### src/rtl/pcie_phy_pkg.sv
// Shared PHY constants: scrambler polynomials, special symbol codes, sync headers
// and the Gen3 descrambler block-tracking state encoding.
package pcie_phy_pkg;

    // Galois feedback masks: bits that receive the LFSR MSB on every shift
    localparam logic [15:0] G12_POLY_TAPS = 16'h0039;   // X^16+X^5+X^4+X^3+1
    localparam logic [22:0] G3_POLY_TAPS  = 23'h210125; // X^23+X^21+X^16+X^8+X^5+X^2+1
    localparam logic [15:0] G12_SEED      = 16'hFFFF;

    localparam logic [7:0] K_COM       = 8'hBC;
    localparam logic [7:0] K_SKP       = 8'h1C;
    localparam logic [7:0] OS_SKP_ID   = 8'hAA;
    localparam logic [7:0] OS_EIEOS_ID = 8'h00;

    localparam logic [1:0] SYNC_HDR_DATA = 2'b01;
    localparam logic [1:0] SYNC_HDR_OS   = 2'b10;

    typedef enum logic [2:0] {
        SEED_LOAD = 3'd0,
        SYNC_WAIT = 3'd1,
        DATA_BLK  = 3'd2,
        OS_BLK    = 3'd3,
        SKP_BLK   = 3'd4
    } g3_state_e;

    function automatic logic [15:0] g12_step(input logic [15:0] s);
        return {s[14:0], 1'b0} ^ (s[15] ? G12_POLY_TAPS : 16'h0000);
    endfunction

    function automatic logic [22:0] g3_step(input logic [22:0] s);
        return {s[21:0], 1'b0} ^ (s[22] ? G3_POLY_TAPS : 23'h000000);
    endfunction

endpackage

### src/rtl/descrambler_lfsr_byte.sv
// One byte-step of either scrambler LFSR: produces the 8 keystream bits
// (LSB first on the wire) and the state after 8 shifts.
module descrambler_lfsr_byte
    import pcie_phy_pkg::*;
(
    input  logic        gen3_mode,
    input  logic [22:0] lfsr_in,
    output logic [22:0] lfsr_next,
    output logic [7:0]  scr_byte
);

    logic [15:0] s16;
    logic [22:0] s23;

    always_comb begin
        s16      = lfsr_in[15:0];
        s23      = lfsr_in;
        scr_byte = '0;
        for (int b = 0; b < 8; b++) begin
            scr_byte[b] = gen3_mode ? s23[22] : s16[15];
            s16 = g12_step(s16);
            s23 = g3_step(s23);
        end
        lfsr_next = gen3_mode ? s23 : {7'd0, s16};
    end

endmodule

### src/rtl/descrambler.sv
// Per-lane RX descrambler for 8b/10b (Gen1/2) and 128b/130b (Gen3+) links.
// Byte-serial LFSR chain evaluated combinationally, one registered output stage.
module descrambler
    import pcie_phy_pkg::*;
#(
    parameter logic [15:0] G12_RESET_VALUE = G12_SEED,
    parameter logic [7:0]  COM_SYMBOL      = K_COM,
    parameter logic [7:0]  SKP_SYMBOL      = K_SKP,
    parameter logic [7:0]  SKP_OS_ID       = OS_SKP_ID,
    parameter logic [7:0]  EIEOS_ID        = OS_EIEOS_ID
) (
    input  logic        pclk,
    input  logic        reset,
    input  logic [2:0]  GEN,
    input  logic [5:0]  PIPEWIDTH,
    input  logic [23:0] seedValue,
    input  logic [31:0] rxData,
    input  logic [3:0]  rxDataK,
    input  logic        rxDataValid,
    input  logic [1:0]  rxSyncHeader,
    input  logic        rxStartBlock,
    output logic [31:0] descramblerDataOut,
    output logic [3:0]  descramblerDataK,
    output logic        descramblerDataValid,
    output logic [1:0]  descramblerSyncHeader,
    output logic        descramblerStartBlock,
    output logic        blockError
);

    logic        gen3;
    logic [2:0]  nbytes;
    logic [15:0] g12_lfsr;
    logic [22:0] g3_lfsr;
    logic [22:0] chain0;
    g3_state_e   state, eff_state, state_nxt;
    logic [3:0]  sym_cnt, eff_cnt, cnt_nxt;
    logic [4:0]  cnt_sum;
    logic        is_eieos, eff_eieos;
    logic        start_ok, hdr_bad, in_blk, blk_err, blk_end;
    logic [31:0] data_c;
    logic        unused_seed_msb;

    logic [31:0] data_p1;
    logic [3:0]  k_p1;
    logic        vld_p1;
    logic [1:0]  hdr_p1;
    logic        sb_p1;
    logic        err_p1;

    assign unused_seed_msb = seedValue[23];
    assign gen3            = GEN >= 3'd3;

    always_comb begin
        case (PIPEWIDTH)
            6'd16:   nbytes = 3'd2;
            6'd32:   nbytes = 3'd4;
            default: nbytes = 3'd1;
        endcase
    end

    // A start in the middle of a block is flagged but still restarts; the
    // block state and counter seen by this cycle's bytes already reflect it.
    always_comb begin
        in_blk    = state inside {DATA_BLK, OS_BLK, SKP_BLK};
        hdr_bad   = (rxSyncHeader != SYNC_HDR_DATA) && (rxSyncHeader != SYNC_HDR_OS);
        start_ok  = gen3 && rxDataValid && rxStartBlock && (state != SEED_LOAD);
        blk_err   = start_ok && (hdr_bad || in_blk);
        eff_state = state;
        eff_cnt   = sym_cnt;
        eff_eieos = is_eieos;
        if (start_ok) begin
            eff_cnt   = '0;
            eff_eieos = rxData[7:0] == EIEOS_ID;
            if (hdr_bad)
                eff_state = SYNC_WAIT;
            else if (rxSyncHeader == SYNC_HDR_DATA)
                eff_state = DATA_BLK;
            else if (rxData[7:0] == SKP_OS_ID)
                eff_state = SKP_BLK;
            else
                eff_state = OS_BLK;
        end
        cnt_sum   = {1'b0, eff_cnt} + {2'b00, nbytes};
        blk_end   = cnt_sum >= 5'd16;
        state_nxt = SYNC_WAIT;
        cnt_nxt   = '0;
        if ((eff_state inside {DATA_BLK, OS_BLK, SKP_BLK}) && !blk_end) begin
            state_nxt = eff_state;
            cnt_nxt   = cnt_sum[3:0];
        end
    end

    assign chain0 = gen3 ? g3_lfsr : {7'd0, g12_lfsr};

    for (genvar i = 0; i < 4; i++) begin : g_byte
        logic [7:0]  din, scr;
        logic [22:0] st_in, st_adv, st_out;
        logic        active, is_com, is_skp, adv, xr;

        if (i == 0) begin : g_first
            assign st_in = chain0;
        end else begin : g_next
            assign st_in = g_byte[i-1].st_out;
        end

        descrambler_lfsr_byte u_step (
            .gen3_mode (gen3),
            .lfsr_in   (st_in),
            .lfsr_next (st_adv),
            .scr_byte  (scr)
        );

        assign din    = rxData[8*i +: 8];
        assign active = 3'(i) < nbytes;
        assign is_com = !gen3 && active && rxDataK[i] && (din == COM_SYMBOL);
        assign is_skp = !gen3 && active && rxDataK[i] && (din == SKP_SYMBOL);
        assign adv    = active && (gen3 ? (eff_state inside {DATA_BLK, OS_BLK}) : (!is_com && !is_skp));
        assign xr     = active && (gen3 ? (eff_state == DATA_BLK) : !rxDataK[i]);
        assign st_out = is_com ? {7'd0, G12_RESET_VALUE} : (adv ? st_adv : st_in);
        assign data_c[8*i +: 8] = !active ? 8'h00 : (xr ? (din ^ scr) : din);
    end

    always_ff @(posedge pclk or posedge reset) begin
        if (reset) begin
            g12_lfsr <= G12_RESET_VALUE;
            g3_lfsr  <= '0;
            state    <= SEED_LOAD;
            sym_cnt  <= '0;
            is_eieos <= 1'b0;
        end else begin
            if (state == SEED_LOAD) begin
                g3_lfsr <= seedValue[22:0];
                state   <= SYNC_WAIT;
            end else if (gen3 && rxDataValid) begin
                state    <= state_nxt;
                sym_cnt  <= cnt_nxt;
                is_eieos <= eff_eieos;
                g3_lfsr  <= (blk_end && (eff_state == OS_BLK) && eff_eieos) ?
                            seedValue[22:0] : g_byte[3].st_out;
            end
            if (!gen3 && rxDataValid)
                g12_lfsr <= g_byte[3].st_out[15:0];
        end
    end

    // p0 -> p1: registered output stage
    always_ff @(posedge pclk or posedge reset) begin
        if (reset) begin
            data_p1 <= '0;
            k_p1    <= '0;
            vld_p1  <= 1'b0;
            hdr_p1  <= '0;
            sb_p1   <= 1'b0;
            err_p1  <= 1'b0;
        end else begin
            data_p1 <= rxDataValid ? data_c : '0;
            k_p1    <= rxDataK;
            vld_p1  <= rxDataValid;
            hdr_p1  <= rxSyncHeader;
            sb_p1   <= rxStartBlock;
            err_p1  <= blk_err;
        end
    end

    assign descramblerDataOut    = data_p1;
    assign descramblerDataK      = k_p1;
    assign descramblerDataValid  = vld_p1;
    assign descramblerSyncHeader = hdr_p1;
    assign descramblerStartBlock = sb_p1;
    assign blockError            = err_p1;

endmodule

### config.mk
export PLATFORM = sky130hd
export DESIGN_NAME = descrambler
export DESIGN_NICKNAME = d
export VERILOG_FILES = /design/src/rtl/pcie_phy_pkg.sv /design/src/rtl/descrambler_lfsr_byte.sv /design/src/rtl/descrambler.sv
export SDC_FILE = /design/constraint.sdc
export NUM_CORES = 1
export LEC_CHECK = 0
export CAP_MARGIN = 20
export CORE_MARGIN = 2
export CORE_UTILIZATION = 30
export CTS_CLUSTER_DIAMETER = 40
export DETAILED_ROUTE_END_ITERATION = 16
export GPL_TIMING_DRIVEN = 0
export HOLD_SLACK_MARGIN = 0.12
export PLACE_DENSITY_LB_ADDON = 0.15
export SLEW_MARGIN = 0
export SYNTH_ARGS = -nofsm -noshare
export SYNTH_HDL_FRONTEND = slang
export SYNTH_SLANG_ARGS = --single-unit
### constraint.sdc
create_clock -name pclk -period 5.4 [get_ports pclk]
set_input_delay 1.62 -clock pclk [delete_from_list [all_inputs] [get_ports pclk]]
set_output_delay 1.62 -clock pclk [all_outputs]
set_load 0.005 [all_outputs]
### Yosys cells after proc, flatten, opt, wreduce, memory -nomap -nowiden

Index checks and enable logic that the tools add are counted.

| word-level totals | value |
|---|---|
| register bits | 88 |
| bits of input ports | 75 |
| output and inout bits | 41 |
| word-level logic and storage cells | 307 |

| cells by class | value |
|---|---|
| add/subtract/negate cells | 1 |
| magnitude comparators | 6 |
| eq/ne operators | 20 |
| muxes and demuxes | 140 |
| bitwise gates (word level) | 69 |
| reduce and logical (&&, ||, !) cells | 60 |

Operators by type and width:

| operator | number |
|---|---|
| $xor 23x23->23 | 32 |
| $mux 22 | 32 |
| $xor 16x16->16 | 32 |
| $mux 23 | 16 |
| $mux 6 | 32 |
| $mux 8 | 8 |
| $mux 1 | 41 |
| $eq 8x8->1 const B | 5 |
| $logic_and 1x1->1 | 37 |
| $eq 8x5->1 const B | 4 |
| $mux 32 | 1 |
| $xor 8x8->8 | 4 |
| $mux 3 | 7 |
| $logic_not 1->1 | 14 |
| $eq 3x2->1 const B | 4 |
| $reduce_bool 3->1 | 3 |
| $logic_not 8->1 | 1 |
| $mux 4 | 2 |
| $eq 3x3->1 const B | 2 |
| $eq 6x5->1 const B | 1 |
| $eq 6x6->1 const B | 1 |
| $lt 1x3->1 const A | 2 |
| $lt 2x3->1 const A | 2 |
| $pmux 3 s2 | 1 |
| 11 further kinds | 12 |

### Depth between registers and ports, before layout

Gate-level depths: netlist of run 1.

| logic depth | value |
|---|---|
| depth after elaboration | 81 |
| gate-level depth with buffers | 24 |
| gate-level depth less buffers | 20 |

### Modules after synthesis

Synthesis of run 1 repeated with hierarchy kept, for this count alone.

| second synthesis, totals | value |
|---|---|
| cell total of the unflattened synthesis | 1225 |
| area, all modules | 9889.5 um^2 |

By module, submodules not included:

| module | times used | cells an instance | area each (um^2) | seq. area each (um^2) |
|---|---|---|---|---|
| descrambler | 1 | 801 | 6421.2 | 2222.1 |
| descrambler_lfsr_byte | 4 | 106 | 867.1 | 0.0 |

### Worst setup path before layout of run 1

Ideal clock, no wire load.

| path | value |
|---|---|
| path kind | input to register |
| start | in rxSyncHeader[1] |
| end | reg g3_lfsr[1] |
| library setup time | 0.121 ns |
| arrival | 6.486 ns |
| required time | 5.279 ns |
| path slack | -1.207 ns |
| stages | 24 |
| buffers on the path | 4 |
| cells stage by stage | inv_1 -> ha_1 -> nor2b_1 -> nand4_1 -> o21ai_1 -> buf_2 -> and2_1 -> clkbuf_1 -> nand2_1 -> or4_1 -> and3_1 -> buf_6 -> xor2_4 -> xnor2_4 -> xor2_4 -> xnor2_2 -> a211o_1 -> and3_1 -> or3_1 -> and2_1 -> buf_6 -> o31ai_2 -> and3_1 -> o21ai_1 |

| between the ends | value |
|---|---|
| cells in the longest elaborated chain, start to end | 58 |
| elaborated cells between the ends (all ways) | 113 |
| classes of those cells | 5 x eq/ne; 52 x mux; 48 x bitwise; 8 x reduce/logical |

RTL lines:

| item | RTL line | source |
|---|---|---|
| from (decl) | descrambler.sv:20 | `input logic [1:0] rxSyncHeader,` |
| $eq 2x1->1 (tied with other cells) | descrambler.sv:76 | `else if (rxSyncHeader == SYNC_HDR_DATA)` |
| $mux 3 / $logic_and 1x1->1 (equally long branches) | descrambler.sv:76, descrambler.sv:65 |  |
| $mux 3 * | descrambler.sv:74 | `if (hdr_bad)` |
| $mux 3 * | descrambler.sv:71 | `if (start_ok) begin` |
| $eq 3x2->1 (on tied branches) | descrambler.sv:117, descrambler.sv:138 |  |
| $reduce_bool 2->1 | descrambler.sv:117 | `assign adv = active && (gen3 ? (eff_state inside {DATA_BLK, OS_BLK}) : (!is_com && !is_skp));` |
| $mux 1 | descrambler.sv:117 |  |
| $logic_and 1x1->1 | descrambler.sv:117 |  |
| (+39 left out) | -- |  |
| $xor 23x23->23 (2 in series) | pcie_phy_pkg.sv:31 | `return {s[21:0], 1'b0} ^ (s[22] ? G3_POLY_TAPS : 23'h000000);` |
| $mux 22 | pcie_phy_pkg.sv:31 |  |
| $xor 23x23->23 (2 in series) | pcie_phy_pkg.sv:31 |  |
| $mux 23 | descrambler_lfsr_byte.sv:24 | `lfsr_next = gen3_mode ? s23 : {7'd0, s16};` |
| $mux 23 (2 in series) | descrambler.sv:119 | `assign st_out = is_com ? {7'd0, G12_RESET_VALUE} : (adv ? st_adv : st_in);` |
| $mux 23 * | descrambler.sv:138 | `g3_lfsr <= (blk_end && (eff_state == OS_BLK) && eff_eieos) ?` |
| $mux 23 * | descrambler.sv:134 | `end else if (gen3 && rxDataValid) begin` |
| $mux 23 * | descrambler.sv:131 | `if (state == SEED_LOAD) begin` |
| to (signal assigned) | descrambler.sv:132 | `g3_lfsr <= seedValue[22:0];` |
| to (signal assigned) | descrambler.sv:138 |  |
| to (decl) | descrambler.sv:33 | `logic [22:0] g3_lfsr;` |

Every way passes the cells marked *; elsewhere a longest branch is shown, timed or not. The select of a mux whose other input is x is not followed.
A chain may end at the register's enable or synchronous reset.

### Final worst setup path of run 1

| path | value |
|---|---|
| start | in PIPEWIDTH[2] |
| end | reg g3_lfsr[1] |

| between the ends | value |
|---|---|
| cells in the longest elaborated chain, start to end | 60 |
| elaborated cells between the ends (all ways) | 140 |
| classes of those cells | 1 x add/sub; 5 x order compare; 2 x eq/ne; 50 x mux; 48 x bitwise; 34 x reduce/logical |

RTL lines:

| item | RTL line | source |
|---|---|---|
| from (decl) | descrambler.sv:15 | `input logic [5:0] PIPEWIDTH,` |
| $eq 6x6->1 / $eq 6x5->1 (equally long branches) | descrambler.sv:54 | `case (PIPEWIDTH)` |
| $pmux 3 s2 * | descrambler.sv:54 |  |
| $lt 1x3->1 | descrambler.sv:114 | `assign active = 3'(i) < nbytes;` |
| $logic_and 1x1->1 (2 in series) | descrambler.sv:115, descrambler.sv:116 |  |
| $logic_and 1x1->1 (on tied branches) | descrambler.sv:115, descrambler.sv:116 |  |
| $logic_not 1->1 | descrambler.sv:117 |  |
| $logic_and 1x1->1 | descrambler.sv:117 |  |
| $mux 1 | descrambler.sv:117 |  |
| (+40 left out) | -- |  |
| $xor 23x23->23 (2 in series) | pcie_phy_pkg.sv:31 |  |
| $mux 22 | pcie_phy_pkg.sv:31 |  |
| $xor 23x23->23 (2 in series) | pcie_phy_pkg.sv:31 |  |
| $mux 23 | descrambler_lfsr_byte.sv:24 |  |
| $mux 23 (2 in series) | descrambler.sv:119 |  |
| $mux 23 * | descrambler.sv:138 |  |
| $mux 23 * | descrambler.sv:134 |  |
| $mux 23 * | descrambler.sv:131 |  |

Marks and branches as above.

==> results.py, run 1 <==
metrics = {
    "outcome": {
        "outcome": "finished, violations left",
        "violations": "setup timing",
    },
    "critical_path": {
        "r2r_slack_ps": -280,
        "critical_path_class": "in2reg",
        "critPathArrivalTime_ps": 6570,
        "cp-end-kind": "register",
        "reg2reg_depth": 20,
        "reg2reg_from": "g3_lfsr[17]",
        "cp.required_ps": 5650,
        "worstReg2RegEnd": "g3_lfsr[1]",
        "start_kind": "input port",
        "crit_fanout": 6,
    },
    "grt": {
        "antenna_found_initial": 1,
        "grt_start_max_net_pins": 48,
        "grt_pass1_wl_um": 60910,
        "track_usage": 0.2636,
        "grt_overflow": 0,
        "grt_pass1_vias": 9690,
    },
    "detailed_routing": {
        "vias": 9907,
        "ant_nets": 0,
        "routedWlPerCell_um": 23.47,
        "drtIter0Drc": 826,
        "drt_first_pass_iters": 5,
        "drcViolationCount": 0,
        "detail_route.wirelength_um": 41670,
        "drt-vias-per-instance": 5.581,
    },
    "sta": {
        "finalSetupViolations": 46,
        "worstMarginPinSlew_ps": 1095,
        "final_hold_viol_count": 0,
        "maxSlewViolCount": 0,
        "fmax_mhz": 158.4,
        "fin_skew_ps": 12.63,
        "rsz0062_at_grt": "true",
        "finalCritPeriodShare": 1.169,
        "slew_headroom": 0.2660,
        "fin_ws_ps": -913.6,
        "min_period_ps": 6314,
    },
    "clock_network": {
        "clk_latency_ps": 370,
        "clock-sinks": 88,
        "cts_made_buffers": 9,
        "cts_tree": "built",
        "htreeDepth": 3,
        "root_buffer": "clkbuf_16",
        "cts_buffer_depth": 2,
        "hold_buffers": 0,
        "clk_pin_slew_ps": 70,
    },
    "placed_design": {
        "dp_hpwl_um": 30880,
        "gp_congestion": 0.9073,
        "portBuffers": 114,
        "dpl.cell_count": 1624,
    },
    "layout": {
        "layout-drive-gt1-share": 0.3422,
        "final_common_cell": "buf_4",
        "instances_no_fill": 1775,
        "finalNetCount": 1460,
        "diodes": 0,
        "syn2layout_area_growth_pct": 55.68,
        "final_cell_mix": "113 x buf_4, 109 x nand2_1, 107 x xnor2_1, 101 x nor2_1, 94 x clkdlybuf4s50_1",
    },
    "synthesis": {
        "post_synth.cell_area_avg_um2": 8.011,
        "ys_warn_count": 0,
        "yosysSeqAreaShare": 0.2488,
        "async_flop_share": 1.000,
        "syn_inst": 1115,
        "synth_edf_count": 0,
        "syn_nets": 1195,
        "netlist_area_um2": 8932,
        "synth.distinct_cells": 86,
        "synth_seq_cells": 88,
        "synth_ff_type": "dfrtp_1",
    },
    "min_path": {
        "min_to": "sym_cnt[2]",
        "min_path_type": "reg2reg",
        "hold_start": "sym_cnt[2]",
        "hold_path_depth": 2,
    },
    "floorplanning": {
        "die_h_um": 176.6,
        "ios": 116,
        "core_um2": 29480,
        "rows": 63,
        "die_x_um": 176.6,
        "die-area_um2": 31170,
        "initial_core_util": 0.3030,
    },
    "flow_run": {
        "maxCapViolations": 0,
    },
}
## what timing repair did
action | 4_1_cts | 5_1_grt
cloned | 2 | 0
pin swaps | 88 | 88
setup endpoints to repair | 78 | 64
setup buffers | 102 | 47
resized for setup | 274 | 142
## worst max-delay path, cell delays in order
cell	delay, ps
dlygate4sd2_1	240
or4_4	560
a21oi_4	140
o31a_1	260
and2_1	170
clkbuf_8	130
nand2_4	70
or4_4	560
and3_4	200
buf_4	140
buf_4	190
xor2_4	200
xor3_2	460
xor2_1	190
nor2_2	180
nor2_1	90
or3_4	330
and2_4	190
buf_12	130
o31ai_4	250
and3_1	200
o21ai_1	50
## cells in the mapped netlist (4+ instances only)
| master | count | area share |
|---|---|---|
| nand4_1 | 4 | 0.0028 |
| or3_1 | 18 | 0.013 |
| or4_1 | 7 | 0.0059 |
| buf_6 | 5 | 0.0063 |
| o22ai_1 | 8 | 0.0056 |
| a211o_1 | 4 | 0.0039 |
| and2_1 | 18 | 0.013 |
| nor4_1 | 6 | 0.0042 |
| o21a_1 | 4 | 0.0034 |
| a211oi_1 | 21 | 0.018 |
| xnor2_2 | 4 | 0.0073 |
| xnor3_1 | 7 | 0.018 |
| o211a_1 | 4 | 0.0045 |
| nor2b_1 | 4 | 0.0028 |
| nand2b_1 | 8 | 0.0056 |
| and3_1 | 14 | 0.0098 |
| ha_1 | 4 | 0.0056 |
| nor3_1 | 28 | 0.016 |
| nor2_1 | 115 | 0.048 |
| inv_1 | 12 | 0.0050 |
| xor2_1 | 59 | 0.058 |
| a21o_1 | 10 | 0.0084 |
| a31oi_1 | 17 | 0.012 |
| mux2i_1 | 28 | 0.031 |
| clkbuf_1 | 50 | 0.021 |
| o31ai_1 | 11 | 0.0092 |
| or2_2 | 10 | 0.0070 |
| o21ai_0 | 79 | 0.044 |
| a21oi_1 | 83 | 0.047 |
| o22a_1 | 6 | 0.0059 |
| o211ai_1 | 17 | 0.014 |
| dfrtp_1 | 72 | 0.20 |
| o21ai_1 | 12 | 0.0067 |
| dfstp_2 | 16 | 0.047 |
| xnor2_1 | 128 | 0.13 |
| buf_2 | 4 | 0.0022 |
| nand3_1 | 20 | 0.011 |
| buf_1 | 4 | 0.0017 |
| nand2_1 | 120 | 0.050 |
## flip-flops by register name (all words and copies together), names as in the netlist
name,count
state,3
descramblerDataK,4
sym_cnt,4
descramblerSyncHeader,2
blockError,1
descramblerDataOut,32
g3_lfsr,23
g12_lfsr,16
descramblerStartBlock,1
descramblerDataValid,1
is_eieos,1
## cell families after synthesis
kind of cell,count (synthesis),share of synthesized area
adder cells (fa/ha/maj),5,0.007845
flip-flops,88,0.2488
AND/OR/NAND/NOR,385,0.2023
XOR/XNOR,208,0.2357
AO/OA/AOI/OAI,322,0.2327
buffers and inverters,77,0.03754
multiplexers,30,0.03516
## final cells by class
type | count | area [um2]
Buffer | 57 | 331.6
Clock buffer | 9 | 225.2
Clock inverter | 7 | 68.82
Fill cell | 2919 | 15570
Inverter | 13 | 51.30
Multi-Input combinational cell | 951 | 8077
Sequential cell | 88 | 2222
Tap cell | 390 | 488.0
Timing Repair Buffer | 260 | 2442
## per-stage QoR
step	util	worst slack [ps]	instance area (um2)	setup TNS, ps	hold WS (ps)
2_1_floorplan	-	-911.9	9189	-24290	441.8
3_3_place_gp	0.3669	-3596	10820	-231010	458.9
3_5_place_dp	0.3689	-3359	10880	-207520	468.1
4_1_cts	0.4401	-963.0	12970	-29990	484.4
5_1_grt	0.4717	-1069	13910	-38440	514.0
6_report	0.4717	-913.6	13910	-30030	483.2
## metal layers
layer  vias to the layer above  routed length, um  global-route usage
li1                       4494                  -                   -
met1                      4842              17650              0.3491
met2                       457              18680              0.4082
met3                       114               3214             0.05469
met4                         0               2122              0.1284
met5                         -                  0                   0
## worst max-delay path by stage
| stage | end | slack (ps) | startpoint | cells past startpoint |
|---|---|---|---|---|
| 2_1_floorplan | g3_lfsr[17] | -910 | rxData[0] | 22 |
| 3_3_place_gp | g3_lfsr[7] | -3600 | GEN[0] | 19 |
| 3_5_place_dp | g3_lfsr[22] | -3360 | GEN[0] | 20 |
| 4_1_cts | g3_lfsr[22] | -960 | rxData[7] | 23 |
| 5_1_grt | g12_lfsr[8] | -1070 | rxData[0] | 23 |
| 6_report | g3_lfsr[1] | -910 | PIPEWIDTH[2] | 22 |
Power of run 1 is left out: the tool's default activity adds up to more than one toggle a clock period on the data nets, which glitch-free logic cannot reach.
==> run 2, diff against run 1 <==
--- a/config.mk
+++ b/config.mk
@@ -6,7 +6,6 @@
 export NUM_CORES = 1
 export LEC_CHECK = 0
 export CAP_MARGIN = 20
-export CORE_MARGIN = 2
 export CORE_UTILIZATION = 30
 export CTS_CLUSTER_DIAMETER = 40
 export DETAILED_ROUTE_END_ITERATION = 16
==> run 2 against run 1 <==
Effect of this change: the flow still finishes with violations (setup timing); non-clock buffer count grew 1; largest cell class unchanged; die area shrank 2.3%; register-to-register slack gained 50 ps; wire length shrank 0.30%; maximum frequency grew 0.82%; hold slack lost 3.3 ps; critical endpoint is now g12_lfsr[6]; cell area shrank 1.8%; sequential share of layout area grew 0.29 points; clock skew grew 2.9 ps; via count shrank 0.10%; cell count shrank 0.28%; critical path type unchanged; sequential cell count is the same.
==> results.py, run 2 (synthesis gave the netlist of run 1 again) <==
metrics = {
    "clock_network": {
        "clock-sinks": 88,
        "cts_made_buffers": 9,
        "cts_buffer_depth": 2,
        "root_buffer": "clkbuf_16",
        "htreeDepth": 3,
        "cts_tree": "built",
        "clk_latency_ps": 380,
        "clk_pin_slew_ps": 90,
    },
    "detailed_routing": {
        "drtIter0Drc": 877,
        "drt_first_pass_iters": 5,
        "routedWlPerCell_um": 23.47,
        "drcViolationCount": 0,
        "vias": 9897,
        "ant_nets": 0,
        "detail_route.wirelength_um": 41540,
        "drt-vias-per-instance": 5.592,
    },
    "sta": {
        "finalCritPeriodShare": 1.160,
        "maxSlewViolCount": 0,
        "slew_headroom": 0.2630,
        "final_hold_viol_count": 0,
        "finalSetupViolations": 45,
        "worstMarginPinSlew_ps": 1094,
        "min_period_ps": 6262,
        "fmax_mhz": 159.7,
        "rsz0062_at_grt": "true",
        "fin_skew_ps": 15.52,
        "holdWs_ps": 479.9,
        "fin_ws_ps": -861.9,
    },
    "layout": {
        "largest_reg_flops": 32,
        "syn2layout_area_growth_pct": 52.89,
        "layout-drive-gt1-share": 0.3341,
        "design_area_um2": 13660,
        "final_common_cell": "buf_4",
        "diodes": 0,
        "instances_no_fill": 1770,
        "final_cell_mix": "116 x buf_4, 109 x xnor2_1, 108 x nand2_1, 101 x nor2_1, 94 x clkdlybuf4s50_1",
        "finalNetCount": 1461,
        "fill_cells": 2857,
    },
    "critical_path": {
        "max_stage_delay_ps": 510,
        "critPathSlowestCell": "or4_4",
        "path_delay_family": "simple AND/OR/NAND/NOR gates",
        "endpoint": "g12_lfsr[6]",
        "critPathBufInv": 5,
        "cp-end-kind": "register",
        "worstPathCellList": "buf_8 -> or3_4 -> buf_4 -> a211oi_4 -> o31ai_1 -> a211oi_4 -> buf_4 -> a21oi_1 -> or4_4 -> and3_4 -> buf_4 -> xor2_4 -> xor3_2 -> xor2_1 -> nor2_2 -> nor2_1 -> or3_4 -> and2_4 -> o31a_1 -> buf_4 -> o22a_1",
        "crit_path_frequent_cell": "buf_4",
        "start_kind": "input port",
        "worstReg2RegEnd": "g12_lfsr[6]",
        "crit_fanout": 6,
        "crit_cells": 21,
        "r2r_slack_ps": -230,
        "startpoint": "rxData[5]",
        "reg2reg_from": "g3_lfsr[19]",
        "critPathArrivalTime_ps": 6580,
        "reg2reg_depth": 20,
        "cp.required_ps": 5710,
        "critical_path_class": "in2reg",
    },
    "grt": {
        "grt_overflow": 0,
        "antenna_found_initial": 0,
        "track_usage": 0.2705,
        "grt_pass1_vias": 9704,
        "grt_start_max_net_pins": 61,
        "grt_pass1_wl_um": 61350,
    },
    "min_path": {
        "hold_start": "sym_cnt[2]",
        "min_path_type": "reg2reg",
    },
    "floorplanning": {
        "initial_core_util": 0.3079,
        "die_x_um": 174.6,
        "core_um2": 29010,
        "ios": 116,
        "die_h_um": 174.6,
        "rows": 62,
        "die-area_um2": 30470,
    },
    "placed_design": {
        "gp_congestion": 0.9707,
        "portBuffers": 114,
        "dpl.cell_count": 1619,
        "place_area_um2": 10870,
        "dp_hpwl_um": 30520,
    },
    "outcome": {
        "violations": "setup timing",
        "outcome": "finished, violations left",
    },
    "flow_run": {
        "maxCapViolations": 0,
    },
}
-- run 2: stage by stage --
| step | util | setup slack, ps | setup TNS [ps] |
|---|---|---|---|
| after CTS | 0.4415 | -1063 | -31870 |
| after floorplan | - | -911.9 | -24290 |
| after global routing | 0.4707 | -973.1 | -34700 |
| final | 0.4707 | -861.9 | -28930 |
| after global placement | 0.3726 | -3800 | -234860 |
| after detailed placement | 0.3746 | -3540 | -213220 |
-- run 2: metal layers --
metal	global-route usage	part of all wire
met1	0.3628	0.43
met2	0.4285	0.45
met3	0.04046	0.068
met4	0.1221	0.045
met5	0	0
-- run 2: worst register-to-register path: stages (launching register included) --
cell and delay, ps:
dfrtp_1 350, buf_6 150, xnor3_4 620, xor2_2 280, xnor3_1 510, and2_1 210
o32ai_4 390, or4_4 210, and3_4 230, xor2_4 240, xnor2_4 150, buf_6 150
xor2_4 230, xnor2_4 130, a211o_1 330, and3_4 170, or3_4 330, and2_4 210
o31a_1 360, buf_4 150, o22a_1 150
-- run 2: repair_timing --
item,CTS,global route
cloned,1,0
buffers inserted,104,39
endpoints found under the setup margin,78,76
hold buffers,0,0
pin swaps,91,75
gates resized for setup,232,158
-- run 2: worst min-delay path by stage --
| stage | to | slack, ps | cells past startpoint |
|---|---|---|---|
| global placement | sym_cnt[2] | 460 | 2 |
| finish | sym_cnt[2] | 480 | 2 |
| CTS | sym_cnt[2] | 490 | 2 |
| global route | sym_cnt[2] | 500 | 2 |
| floorplan | sym_cnt[2] | 440 | 2 |
| detailed placement | sym_cnt[2] | 470 | 2 |
-- run 2: cell type report --
class | count | area, um2 | share of cell area
Clock buffer | 9 | 225.2 | 0.01649
Timing Repair Buffer | 261 | 2394 | 0.1753
Tap cell | 384 | 480.5 | 0.03518
Sequential cell | 88 | 2222 | 0.1627
Clock inverter | 7 | 86.33 | 0.006322
Inverter | 13 | 53.80 | 0.003940
Multi-Input combinational cell | 951 | 7859 | 0.5754
Buffer | 57 | 336.6 | 0.02465
Power of run 2 is left out for the same reason.
==> run 3, diff against run 2 <==
--- a/config.mk
+++ b/config.mk
@@ -12,6 +12,8 @@
 export GPL_TIMING_DRIVEN = 0
 export HOLD_SLACK_MARGIN = 0.12
 export PLACE_DENSITY_LB_ADDON = 0.15
+export RECOVER_POWER = 25
+export REMOVE_ABC_BUFFERS = 1
 export SLEW_MARGIN = 0
 export SYNTH_ARGS = -nofsm -noshare
 export SYNTH_HDL_FRONTEND = slang
==> run 3 against run 2 <==
Effect of this change: the flow finishes with violations (capacitance limit, slew limit, setup timing); count of clock-buffer cells in the layout rose by 1; clock skew fell by 2.5 ps; cell count fell by 0.51%; via count fell by 0.76%; global-route usage fell by 1.7 points; cell area rose by 2.2%; sequential cell count did not move; hold slack improved by 9.1 ps; core utilization rose by 1.0 points; die area did not move; non-clock buffer count fell by 12.
==> results.py, run 3 (synthesis gave the netlist of run 1 again) <==
metrics = {
    "clock_network": {
        "cts_buffer_depth": 2,
        "clk_pin_slew_ps": 80,
        "cts_made_buffers": 9,
        "clk_latency_ps": 370,
        "root_buffer": "clkbuf_16",
        "cts_tree": "built",
        "clock-sinks": 88,
        "hold_buffers": 0,
        "htreeDepth": 3,
    },
    "placed_design": {
        "place_area_um2": 10530,
        "gp_congestion": 0.9155,
        "dp_hpwl_um": 26390,
        "dpl.cell_count": 1565,
        "portBuffers": 114,
    },
    "detailed_routing": {
        "vias": 9822,
        "ant_nets": 0,
        "drt-vias-per-instance": 5.578,
        "detail_route.wirelength_um": 39290,
        "drcViolationCount": 0,
        "drtIter0Drc": 902,
        "routedWlPerCell_um": 22.31,
        "drt_first_pass_iters": 12,
    },
    "critical_path": {
        "cp-end-kind": "register",
        "reg2reg_from": "g3_lfsr[21]",
        "reg2reg_depth": 19,
        "start_kind": "input port",
        "critical_path_class": "in2reg",
        "critPathArrivalTime_ps": 6470,
        "r2r_slack_ps": -500,
        "cp.required_ps": 5610,
        "worstReg2RegEnd": "g3_lfsr[22]",
        "crit_fanout": 6,
    },
    "sta": {
        "fin_ws_ps": -868.5,
        "rsz0062_at_grt": "true",
        "slew_headroom": -0.4134,
        "maxSlewViolCount": 43,
        "finalSetupViolations": 46,
        "finalCritPeriodShare": 1.161,
        "min_period_ps": 6268,
        "holdWs_ps": 489.0,
        "finalSetupTns_ps": -29160,
        "fmax_mhz": 159.5,
        "final_hold_viol_count": 0,
        "worstMarginPinSlew_ps": 2108,
        "fin_skew_ps": 13.05,
    },
    "grt": {
        "grt_overflow": 0,
        "grt_pass1_vias": 9526,
        "grt_start_max_net_pins": 54,
        "grt_pass1_wl_um": 58200,
        "antenna_found_initial": 0,
        "track_usage": 0.2531,
    },
    "min_path": {
        "hold_start": "sym_cnt[2]",
        "min_path_type": "reg2reg",
        "min_to": "sym_cnt[2]",
        "hold_path_depth": 2,
    },
    "outcome": {
        "outcome": "finished, violations left",
        "violations": "capacitance limit, slew limit, setup timing",
    },
    "layout": {
        "instances_no_fill": 1761,
        "largest_reg_flops": 32,
        "design_area_um2": 13950,
        "final_common_cell": "buf_4",
        "diodes": 0,
        "layout-drive-gt1-share": 0.3486,
        "final_cell_mix": "133 x buf_4, 106 x nand2_1, 103 x xnor2_1, 102 x nor2_1, 90 x clkdlybuf4s50_1",
        "finalNetCount": 1452,
        "syn2layout_area_growth_pct": 56.21,
    },
    "floorplanning": {
        "die_h_um": 174.6,
        "die_x_um": 174.6,
        "initial_core_util": 0.3079,
        "rows": 62,
        "die-area_um2": 30470,
        "core_um2": 29010,
        "ios": 116,
    },
    "flow_run": {
        "maxCapViolations": 1,
    },
}
run 3: timing repair:
item,CTS,global route
cloned,6,1
setup endpoints to repair,56,48
resized for setup,327,88
buffers inserted,139,40
pin swaps,138,81
run 3: how the worst max path moves through the flow:
| stage | start | end | slack (ps) | cells past startpoint |
|---|---|---|---|---|
| CTS | rxData[4] | g3_lfsr[22] | -710 | 20 |
| global placement | GEN[0] | g3_lfsr[0] | -9860 | 19 |
| global route | rxSyncHeader[1] | g3_lfsr[10] | -1000 | 29 |
| detailed placement | rxData[6] | g3_lfsr[0] | -3550 | 19 |
| finish | rxData[0] | g3_lfsr[22] | -870 | 23 |
| floorplan | GEN[0] | g3_lfsr[17] | -4400 | 18 |
run 3: critical path, stage by stage:
cell      delay [ps]
buf_6            100
nand3b_1         180
buf_4            150
or4_4            530
a21oi_4          190
buf_12           140
buf_8            100
or3_4            140
nand2_4           70
xor3_2           510
xor2_2           230
o22ai_4          210
xnor2_4          160
buf_12           140
xor2_4           260
xnor2_4          140
a211o_1          350
and3_4           170
or3_4            330
and2_4           220
xnor2_2          150
a211oi_2         270
o31ai_1          100
run 3: routing by layer:
layer  up-vias  share of wire  track usage
met4         0          0.048       0.1105
met3        98          0.074      0.04331
met1      4790           0.44       0.3504
met5         -              0            0
met2       463           0.44       0.3853
li1       4471              -            -
run 3: final cells by class:
type / instances / area, um2
Sequential cell: 88 / 2222
Clock inverter: 6 / 51.30
Fill cell: 2795 / 15060
Timing Repair Buffer: 306 / 2969
Tap cell: 384 / 480.5
Clock buffer: 10 / 239.0
Inverter: 13 / 52.55
Multi-Input combinational cell: 954 / 7939
run 3: per-stage QoR:
step	setup WS [ps]	util
5_1_grt	-1003	0.4809
3_5_place_dp	-3555	0.3628
2_1_floorplan	-4399	-
3_3_place_gp	-9860	0.3539
6_report	-868.5	0.4809
4_1_cts	-706.9	0.4572
Power of run 3 is left out for the same reason.
==> variant 1, RTL diff (settings of run 2) <==
Reset style: synchronous (`reset`), changed in 2 clocked blocks.
--- a/src/rtl/descrambler.sv
+++ b/src/rtl/descrambler.sv
@@ -122,3 +122,3 @@
 
-    always_ff @(posedge pclk or posedge reset) begin
+    always_ff @(posedge pclk) begin
         if (reset) begin
@@ -146,3 +146,3 @@
     // p0 -> p1: registered output stage
-    always_ff @(posedge pclk or posedge reset) begin
+    always_ff @(posedge pclk) begin
         if (reset) begin
Behaviour: not the same (a bounded check fails within 4 cycles, from zero or initial values and one cycle with reset high; the reset may be asserted at any time).
==> variant 1 against run 2 <==
The flow still finishes with violations (setup timing). Maximum frequency shrank 5.7%. Routed wire length rose by 1.9%. Design area increased by 0.28%. Worst setup slack worse by 380 ps. Area after synthesis fell by 1.3%. Critical path type unchanged. Cell count rose by 3.6%. Count of clock-buffer cells in the layout unchanged. Sequential cell count unchanged. Critical endpoint is now g3_lfsr[9].
==> variant 1: results <==
export IMPL_vias_per_cell=5.68
export IMPL_finalWorstSetupSlack_ps=-1240
export IMPL_gp_congestion=0.953
export IMPL_route_met2_wl_um=19000
export IMPL_synth_fa_ha_area_frac=0.00795
export IMPL_drt_initial_drc_count=1166
export IMPL_hold_start="sym_cnt[0]"
export IMPL_wl_met1_um=17600
export IMPL_r2r_cells=21
export IMPL_grt_use_met3=0.0436
export IMPL_hpwl_um=30200
export IMPL_io_buffers=113
export IMPL_synth_mux_area_frac=0.0339
export IMPL_grt_start_max_net_pins=18
export IMPL_clock_cell_area_share=0.0208
export IMPL_num_nonclk_buffers=333
export IMPL_placedCellCount=1668
export IMPL_fin_nets=1524
export IMPL_rr_startpoint="g3_lfsr[18]"
export IMPL_route_met3_wl_um=3810
export IMPL_outcome="complete, but fails checks"
export IMPL_nonClkBufAreaFrac=0.208
export IMPL_final_fill_count=2818
export IMPL_ys_top_cells_by_count="xnor2_1 (143), nor2_1 (134), nand2_1 (127), a21oi_1 (102), dfxtp_1 (88)"
export IMPL_arrival_ps=6920
export IMPL_synthesis_nets=1251
export IMPL_finalSetupViolCount=47
export IMPL_violations="setup timing"
export IMPL_grt_pass1_wl_um=62100
export IMPL_r2r_end="g3_lfsr[9]"
export IMPL_min_to="sym_cnt[0]"
export IMPL_synth_seq_area_share=0.200
export IMPL_wl_per_cell_um=23.1
export IMPL_synth_xor_area_share=0.245
export IMPL_synth_compound_area_share=0.240
[variant 1: stage by stage]
step                setup TNS [ps]  worst slack, ps  total power, mW  area (um2)
floorplan                   -28020            -1230             2.74        8930
global placement           -188580            -3270             3.40       10500
detailed placement         -188210            -3370             3.41       10500
CTS                         -30530            -1060             4.96       12800
global route                -47020            -1370             5.81       13700
finish                      -41230            -1240             5.61       13700
[variant 1: report_power, final]
part / switching (mW) / leakage (nW) / internal [mW] / total [mW]
Clock: 0.332 / 0.136 / 0.322 / 0.654
Combinational: 2.14 / 4.37 / 2.08 / 4.22
Sequential: 0.0544 / 0.721 / 0.687 / 0.741
Total: 2.52 / 5.22 / 3.09 / 5.61
[variant 1: critical path: stages]
cell,delay [ps]
buf_8,100
and4b_1,200
buf_6,130
a311o_1,390
a211oi_4,350
mux4_2,420
o21ai_2,150
mux2i_2,110
a22o_4,260
buf_12,130
buf_4,130
buf_8,120
nor3_4,260
buf_6,150
nor4_4,40
nor4b_4,230
buf_6,170
xnor3_2,290
a21o_1,240
xnor3_2,310
xnor2_2,250
a21oi_2,60
xnor2_1,150
mux2i_2,250
o22ai_1,140
a211oi_1,250
[variant 1: worst max path at each step]
stage | endpoint | from | slack, ps
finish | g3_lfsr[9] | rxData[7] | -1240
global route | g3_lfsr[9] | rxData[2] | -1370
CTS | g3_lfsr[8] | rxData[3] | -1060
detailed placement | g3_lfsr[8] | GEN[1] | -3370
global placement | g3_lfsr[8] | GEN[1] | -3270
floorplan | g3_lfsr[8] | rxData[7] | -1230
[variant 1: repair_timing]
action	in CTS	in global routing
gates resized for setup	328	129
setup endpoints to repair	78	61
hold buffers	0	0
cloned	1	0
buffers inserted	107	49
pin swaps	95	95
==> variant 2, RTL diff (flow settings as in run 2) <==
Made on the original files. Remove the register `data_p1`: a continuous assignment takes its place, so the output `descramblerDataOut` follows one clock earlier.
--- a/src/rtl/descrambler.sv
+++ b/src/rtl/descrambler.sv
@@ -148,3 +148,2 @@
         if (reset) begin
-            data_p1 <= '0;
             k_p1    <= '0;
@@ -155,3 +154,2 @@
         end else begin
-            data_p1 <= rxDataValid ? data_c : '0;
             k_p1    <= rxDataK;
@@ -163,2 +161,4 @@
     end
+
+    assign data_p1 = rxDataValid ? data_c : '0;
 
Check against the original RTL: not equivalent (a bounded check fails within 4 cycles, from zero or initial values and one cycle with reset high).
==> variant 2 against run 2 <==
The run still ends with setup timing left. Area after synthesis rose by 3.0%. Clock skew fell by 1.5 ps. Worst setup slack lost 1800 ps. Routed wire length increased by 19%. Design area is 15% higher. Count of clock-buffer cells in the layout fell by 4. Sequential cell count shrank 32.
Power is not shown: default switching activity piles up to over one toggle a cycle in this logic, so the estimate is an artifact.
==> variant 2: results <==
export IMPL_grt_pass1_vias=11100
export IMPL_fin_hold_ws_ps=486
export IMPL_grt_usage=0.307
export IMPL_yosys_top_cells_area="xnor2_1 (11%), dfrtp_1 (11%), xor2_1 (7.4%), nand2_1 (6.0%), o21ai_0 (5.9%)"
export IMPL_synthesis_nets=1309
export IMPL_post_route_util=0.527
export IMPL_placedCellCount=1734
export IMPL_finClkSkew_ps=14.0
export IMPL_synth_cell_types=97
export IMPL_grt_pass1_wl_um=70700
export IMPL_tightest_slew_ps=1040
export IMPL_first_pass_iters=6
export IMPL_cts_max_level=2
export IMPL_finalSetupViolCount=71
export IMPL_synth_seq_area_share=0.154
export IMPL_vias_per_cell=5.80
export IMPL_dpl_worst_slack_ps=-5070
export IMPL_cts_buffers=5
export IMPL_critPathMaxStageDelay_ps=540
export IMPL_final_fill_count=2700
export IMPL_drive_gt1_frac=0.430
export IMPL_drt_initial_drc_count=1035
export IMPL_hpwl_um=34900
export IMPL_syn_inst=1229
export IMPL_vias=11500
export IMPL_path_max_fanout=5
export IMPL_outcome="complete, but fails checks"
export IMPL_r2r_end="g3_lfsr[11]"
export IMPL_rr_startpoint="g3_lfsr[17]"
export IMPL_r2r_cells=25
export IMPL_clock_latency_ps=330
export IMPL_finalWorstSetupSlack_ps=-2680
export IMPL_setup_worst_path_start="rxData[2]"
export IMPL_violations="setup timing"
## variant 2: how the worst min path moves through the flow
stage | from | to | depth (start not counted)
after global routing | sym_cnt[0] | sym_cnt[0] | 2
after detailed placement | sym_cnt[0] | sym_cnt[0] | 2
after global placement | sym_cnt[1] | sym_cnt[1] | 2
after floorplan | sym_cnt[0] | sym_cnt[0] | 2
final | sym_cnt[0] | sym_cnt[0] | 2
after CTS | g12_lfsr[2] | g12_lfsr[2] | 2
## variant 2: logic make-up after synthesis
kind of cell,count (synthesis),synth area share
compound gates,350,0.254
xor+xnor,233,0.268
flops,56,0.154
simple gates,459,0.237
mux,30,0.0337
buf+inv,96,0.0450
fa+ha+maj,5,0.00761
## variant 2: layer usage
metal | global-route usage | vias up | share of wire
li1 | - | 5110 | -
met1 | 0.414 | 5658 | 0.41
met2 | 0.482 | 605 | 0.45
met3 | 0.0357 | 145 | 0.076
met4 | 0.151 | 0 | 0.058
met5 | 0 | - | 0
## variant 2: worst max-delay path, delay by kind of cell
family | cells | cell delay [ps]
and+or+nand+nor | 7 | 2280
xor gates and xnor gates | 5 | 1020
buffers and inverters | 6 | 930
AOI/OAI and AO/OA | 4 | 590
## variant 2: cell type report
| cell class | count | area share |
|---|---|---|
| Clock inverter | 3 | 0.00167 |
| Inverter | 11 | 0.00302 |
| Tap cell | 390 | 0.0310 |
| Timing Repair Buffer | 365 | 0.215 |
| Sequential cell | 56 | 0.0903 |
| Multi-Input combinational cell | 1077 | 0.605 |
| Buffer | 78 | 0.0460 |
| Clock buffer | 5 | 0.00795 |
## variant 2: timing repair
item	in CTS	in global routing
resized for setup	545	190
pin swaps	156	145
hold endpoints to repair	0	0
endpoints found under the setup margin	71	71
buffers inserted	180	92
gates cloned	1	0
